### config.mk
export PLATFORM = sky130hd
export DESIGN_NAME = int_to_float
export DESIGN_NICKNAME = d
export VERILOG_FILES = /design/src/rtl/float_pkg.sv /design/src/rtl/float_round.sv /design/src/rtl/int_to_float.sv
export SDC_FILE = /design/constraint.sdc
export NUM_CORES = 1
export LEC_CHECK = 0
export CORE_MARGIN = 2
export CORE_UTILIZATION = 60
export CTS_CLUSTER_SIZE = 24
export DETAILED_ROUTE_END_ITERATION = 10
export PLACE_DENSITY = 0.86
export SLEW_MARGIN = 5
export SYNTH_ARGS = -nofsm -noshare
export SYNTH_HDL_FRONTEND = slang
export SYNTH_SLANG_ARGS = --single-unit
### constraint.sdc
create_clock -name clk -period 4.17 [get_ports clk]
set_input_delay 0.834 -clock clk [delete_from_list [all_inputs] [get_ports clk]]
set_output_delay 0.834 -clock clk [all_outputs]
set_load 0.03 [all_outputs]
### src/rtl/float_pkg.sv
// Shared float format definitions: default field widths, exponent bias, converter FSM states.
// Latency: n/a (package).
// Backpressure: n/a (package).
package float_pkg;

  // Default operand format (IEEE single precision layout)
  localparam int DEF_EXPONENT_WIDTH = 8;
  localparam int DEF_MANTISSA_WIDTH = 23;

  // Exponent bias for a given exponent field width: 2^(ew-1)-1
  function automatic int float_bias(input int ew);
    return (1 << (ew - 1)) - 1;
  endfunction

  // Converter control states
  typedef enum logic [1:0] {
    ST_IDLE  = 2'd0,
    ST_NORM  = 2'd1,
    ST_ROUND = 2'd2,
    ST_DONE  = 2'd3
  } cvt_state_t;

endpackage

### src/rtl/float_round.sv
// Round-to-nearest-even of a truncated fraction given its guard and sticky bits.
// Latency: combinational.
// Backpressure: none (pure function).
module float_round #(
  parameter int MANTISSA_WIDTH = 23
) (
  input  logic [MANTISSA_WIDTH-1:0] frac_in,
  input  logic                      guard,
  input  logic                      sticky,
  output logic [MANTISSA_WIDTH-1:0] frac_out,
  output logic                      carry
);

  logic round_up;

  // Round up above the halfway point, or exactly at it when the kept lsb is odd
  always_comb begin
    round_up          = guard & (sticky | frac_in[0]);
    {carry, frac_out} = {1'b0, frac_in} + {{MANTISSA_WIDTH{1'b0}}, round_up};
  end

endmodule

### src/rtl/int_to_float.sv
// Signed integer to {sign, exponent, mantissa} float, normalising one bit per cycle.
// Latency: k+2 edges after accept (k = leading zeros of |in_int|), 0 extra edges for zero input.
// Backpressure: single result held in DONE until out_ready; in_ready only while IDLE.
module int_to_float
  import float_pkg::*;
#(
  parameter int EXPONENT_WIDTH = DEF_EXPONENT_WIDTH,
  parameter int MANTISSA_WIDTH = DEF_MANTISSA_WIDTH,
  // INT_WIDTH-1 must not exceed the exponent bias, so the result can never overflow
  parameter int INT_WIDTH      = 32
) (
  input  logic                                     clk,
  input  logic                                     rst,
  input  logic                                     in_valid,
  output logic                                     in_ready,
  input  logic [INT_WIDTH-1:0]                     in_int,
  output logic                                     out_valid,
  input  logic                                     out_ready,
  output logic [EXPONENT_WIDTH+MANTISSA_WIDTH:0]   out_float
);

  localparam int BIAS = float_bias(EXPONENT_WIDTH);
  localparam int CW   = (INT_WIDTH > 2) ? $clog2(INT_WIDTH) : 1;
  // Bits below the hidden one, followed by enough zeros that guard and
  // sticky always exist; when the integer fits in the fraction they stay zero
  // and the rounder becomes a no-op.
  localparam int PW   = (INT_WIDTH - 1) + MANTISSA_WIDTH + 2;

  cvt_state_t state, state_nxt;

  logic                      sign;
  logic [INT_WIDTH-1:0]      mag;
  logic [CW-1:0]             count;
  logic [INT_WIDTH-1:0]      in_mag;

  logic                      load_in;
  logic                      shift_en;
  logic                      load_res;

  logic [PW-1:0]             ext;
  logic [MANTISSA_WIDTH-1:0] frac_trunc;
  logic [MANTISSA_WIDTH-1:0] frac_rnd;
  logic                      guard_bit;
  logic                      sticky_bit;
  logic                      round_carry;
  logic [EXPONENT_WIDTH-1:0] exp_val;

  // Magnitude of the incoming operand; the most-negative value maps to 2^(INT_WIDTH-1)
  always_comb begin
    in_mag = in_int[INT_WIDTH-1] ? (~in_int + 1'b1) : in_int;
  end

  // State register
  always_ff @(posedge clk or posedge rst) begin
    if (rst) begin
      state <= ST_IDLE;
    end else begin
      state <= state_nxt;
    end
  end

  // Next-state, handshake outputs and datapath strobes, decoded from state (and mag for NORM)
  always_comb begin
    state_nxt = state;
    in_ready  = 1'b0;
    out_valid = 1'b0;
    load_in   = 1'b0;
    shift_en  = 1'b0;
    load_res  = 1'b0;
    case (state)
      ST_IDLE: begin
        in_ready = 1'b1;
        if (in_valid) begin
          load_in   = 1'b1;
          state_nxt = (in_mag == '0) ? ST_DONE : ST_NORM;
        end
      end
      ST_NORM: begin
        if (mag[INT_WIDTH-1]) begin
          state_nxt = ST_ROUND;
        end else begin
          shift_en = 1'b1;
        end
      end
      ST_ROUND: begin
        load_res  = 1'b1;
        state_nxt = ST_DONE;
      end
      ST_DONE: begin
        out_valid = 1'b1;
        if (out_ready) begin
          state_nxt = ST_IDLE;
        end
      end
      default: begin
        state_nxt = ST_IDLE;
      end
    endcase
  end

  // Split the normalised magnitude into kept fraction, guard and sticky
  always_comb begin
    ext        = {mag[INT_WIDTH-2:0], {(MANTISSA_WIDTH + 2){1'b0}}};
    frac_trunc = ext[PW-1 -: MANTISSA_WIDTH];
    guard_bit  = ext[PW-1-MANTISSA_WIDTH];
    sticky_bit = |ext[PW-2-MANTISSA_WIDTH:0];
  end

  float_round #(
    .MANTISSA_WIDTH (MANTISSA_WIDTH)
  ) u_round (
    .frac_in  (frac_trunc),
    .guard    (guard_bit),
    .sticky   (sticky_bit),
    .frac_out (frac_rnd),
    .carry    (round_carry)
  );

  // Biased exponent from the msb position; a rounding carry-out bumps it by one
  always_comb begin
    exp_val = EXPONENT_WIDTH'(BIAS + INT_WIDTH - 1) - EXPONENT_WIDTH'(count)
            + EXPONENT_WIDTH'(round_carry);
  end

  // Operand capture, normalising shift and result register
  always_ff @(posedge clk or posedge rst) begin
    if (rst) begin
      sign      <= 1'b0;
      mag       <= '0;
      count     <= '0;
      out_float <= '0;
    end else begin
      if (load_in) begin
        sign  <= in_int[INT_WIDTH-1];
        mag   <= in_mag;
        count <= '0;
        if (in_mag == '0) begin
          out_float <= '0;
        end
      end else if (shift_en) begin
        mag   <= {mag[INT_WIDTH-2:0], 1'b0};
        count <= count + 1'b1;
      end
      if (load_res) begin
        // Carry-out leaves frac_rnd at zero, which is the required fraction
        out_float <= {sign, exp_val, frac_rnd};
      end
    end
  end

endmodule

==> metrics.txt <==
status finished, final reports clean; XOR/XNOR Fraction of Synth Area a little under a tenth; CTS Hold Buffers Added 0; Mean Syn Cell Area roughly 8 sq um; routed len/inst between 15 and 20 microns; Most common cell on crit path or4_1; Critical path origin in_int[1]; Die Y 95.7 microns; routed wire length 12100 microns; crit-path max FO 31; Bufs on Longest Clock Path 2; Pre-Repair DR Iteration Count 5; die area between 0.009 and 0.01 sq mm; Power Total 3670 uW; worst ir drop on vdd ~270 uV; Net count, final roughly 720; fraction of the mapped netlist area in simple logic gates 24.4%; global-route wire length before repair 20300 microns; Final Max Tran Viols 0; crit path time final about 3.9 ns; Crit path arrival time between 4 and 5 ns; register area share after synthesis between 30% and 40%; Slew HR between 20 and 30%; top cell type's share of synthesized area ~36%; post-CTS setup buffers 0; Setup TNS 0 ns; global route overflow 0; die width roughly 96 microns; crit end category flop; Async S/R FF share, synth 100%; Hold Path Class flop to flop; layout filler cell count slightly below 600; Clock Skew 0.0149 ns; Post-synth EDFFs 0; Root Buffer clkbuf_8; most common cell after layout, fill and taps aside nand2_1; library cells used by synthesis between 50 and 60; Synth Area in Adders 2.23%; Post-CTS Resized 0; max frequency between 200 and 300 MHz; Worst setup SP type input port; PwrDens approximately 600 mW/mm^2; vias in the first global route 4344; WP data required 4.38 ns; synth top area cells dfrtp_1 36%, mux2i_1 6.9%, o21ai_0 6.6%; reg2reg start mag[11]; Area Growth Syn to Fin 20.9%; Worst-Skew Late Latency approximately 0.35 ns; H-tree Lvls 3; Iter 0 DRT Violations 290; top_reg_cell synth dfrtp_1; DPL Wire Length 8870 microns; Via Count ~4600; Final setup viols 0; Final ANT Viol Nets 0; CORE AREA slightly above 0.008 sq mm; Mapped Cells between 600 and 700; fin area roughly 0.006 sq mm; syn_nets roughly 660; main combinational cell family by area after synthesis simple AND/OR/NAND/NOR gates; Leakage 0.00237 uW; CP max-delay cell or4_4; hold_sp sign; most frequent cells in the layout 74 x nand2_1, 72 x dfrtp_1, 71 x nor2_1, 69 x clkdlybuf4s50_1, 67 x o21ai_0; number of remaining DRC errors 0; post-synthesis compound-gate area fraction about 15%; Mapped Area 0.00505 sq mm; crit-path max cell delay 0.56 ns; period utilisation layout 92.3%; gr usage total about 28%; CTS buffer count 9; final hold violations 0; routability cong. about 0.87; RSZ-0062 raised after global routing no; initial antenna violation count 0; slew of the pin with the lowest slew margin 1.07 ns; CTS sink cnt roughly 70; Rows 33; number of synthesized register bits 72; initial core utilization 61.8%; layout cell share with drive strength beyond 1 slightly below 9%; DP Area 0.00590 sq mm; Syn. warnings 0; antenna cell count 0; CTS tree built; post-DR vias/cell between 5 and 6; CTS clk-pin slew, worst paths approximately 0.08 ns; pin count of the biggest net entering global routing slightly above 70; Top Ports 70; critical path, cell by cell clkdlybuf4s50_1 > or4_4 > buf_4 > or4_1 > or4_1 > o211ai_1 > nand4_1 > nor4_1 > and4_1 > buf_12 > a211oi_1; worst setup path category input port to flop; Synth area leader dfrtp_1; mux contribution to synthesized area around 7.6%; Max Cap Viol 0; IO buf count a little under 70
Yosys cell counts, types with 8 or more instances:
library cell	n
nor3_1	10
inv_1	18
o21ai_0	67
xor2_1	19
dfrtp_1	72
mux2i_1	35
o31ai_1	14
ha_1	9
a21oi_1	12
nand2_1	74
nand4_1	12
or4_1	10
nand3_1	18
xnor2_1	36
buf_1	8
or3_1	11
nor2_1	71
a211oi_1	8
nor4_1	9
clkbuf_1	34
logic make-up (layout without fill, tap and decap cells):
| kind of cell | after synthesis | in the layout |
|---|---|---|
| simple gates | 253 | 253 |
| compound gates | 122 | 122 |
| flops | 72 | 72 |
| buf+inv | 65 | 132 |
| xor+xnor | 55 | 55 |
| mux | 38 | 38 |
| fa+ha+maj | 9 | 9 |
registers in the layout (all words and copies together) (netlist names):
| signal | cells |
|---|---|
| mag | 32 |
| out_float | 32 |
| count | 5 |
| sign | 1 |
| state | 2 |
layer usage:
metal  routed length, microns  vias up  track usage [%]  part of all wire, %
met1                     5430     2152             37.7                   45
met3                      629       20             4.23                  5.2
met5                        0        -                0                    0
met2                     5760      157             46.6                   48
met4                      247        0             9.52                  2.0
li1                         -     2276                -                    -
through the flow:
| step | utilization (%) | std cells | hold slack (ns) | worst slack, ns |
|---|---|---|---|---|
| after floorplan | - | 614 | 0.446 | 0.625 |
| after global placement | 72.1 | 770 | 0.460 | 0.0823 |
| after detailed placement | 72.1 | 770 | 0.474 | -0.00314 |
| after CTS | 74.7 | 786 | 0.493 | 0.373 |
| after global routing | 74.7 | 786 | 0.522 | 0.145 |
| final | 74.7 | 786 | 0.498 | 0.319 |
critical path, delay by kind of cell:
family | cells | cell delay (ns)
buffers and inverters | 3 | 0.83
AOI/OAI and AO/OA | 2 | 0.21
and+or+nand+nor | 6 | 2.18
power by group:
part / leakage, uW / switching, uW / internal [uW]
Sequential: 0.000850 / 288 / 1020
Clock: 0.000107 / 260 / 310
Combinational: 0.00141 / 1040 / 757
worst paths after layout:
kind,slack [ns],cells past startpoint,end
min reg2reg,0.50,2,sign
max,0.32,11,out_float[24]
max in group asynchronous,2.35,3,mag[29]
min,0.50,2,sign
min in group asynchronous,0.84,2,out_float[27]
max reg2reg,1.22,11,out_float[27]
layout make-up:
cell class / instances / area, sq um / share of cell area [%]
multi-input cells: 477 / 2980 / 48.7
flip-flops and latches: 72 / 1800 / 29.5
repair buffers: 98 / 921 / 15.1
clock buffers: 12 / 155 / 2.54
well taps: 105 / 131 / 2.15
inverters: 18 / 67.6 / 1.11
clock inverters: 4 / 52.6 / 0.861
No activity file was read; power rests on OpenSTA's default activity.
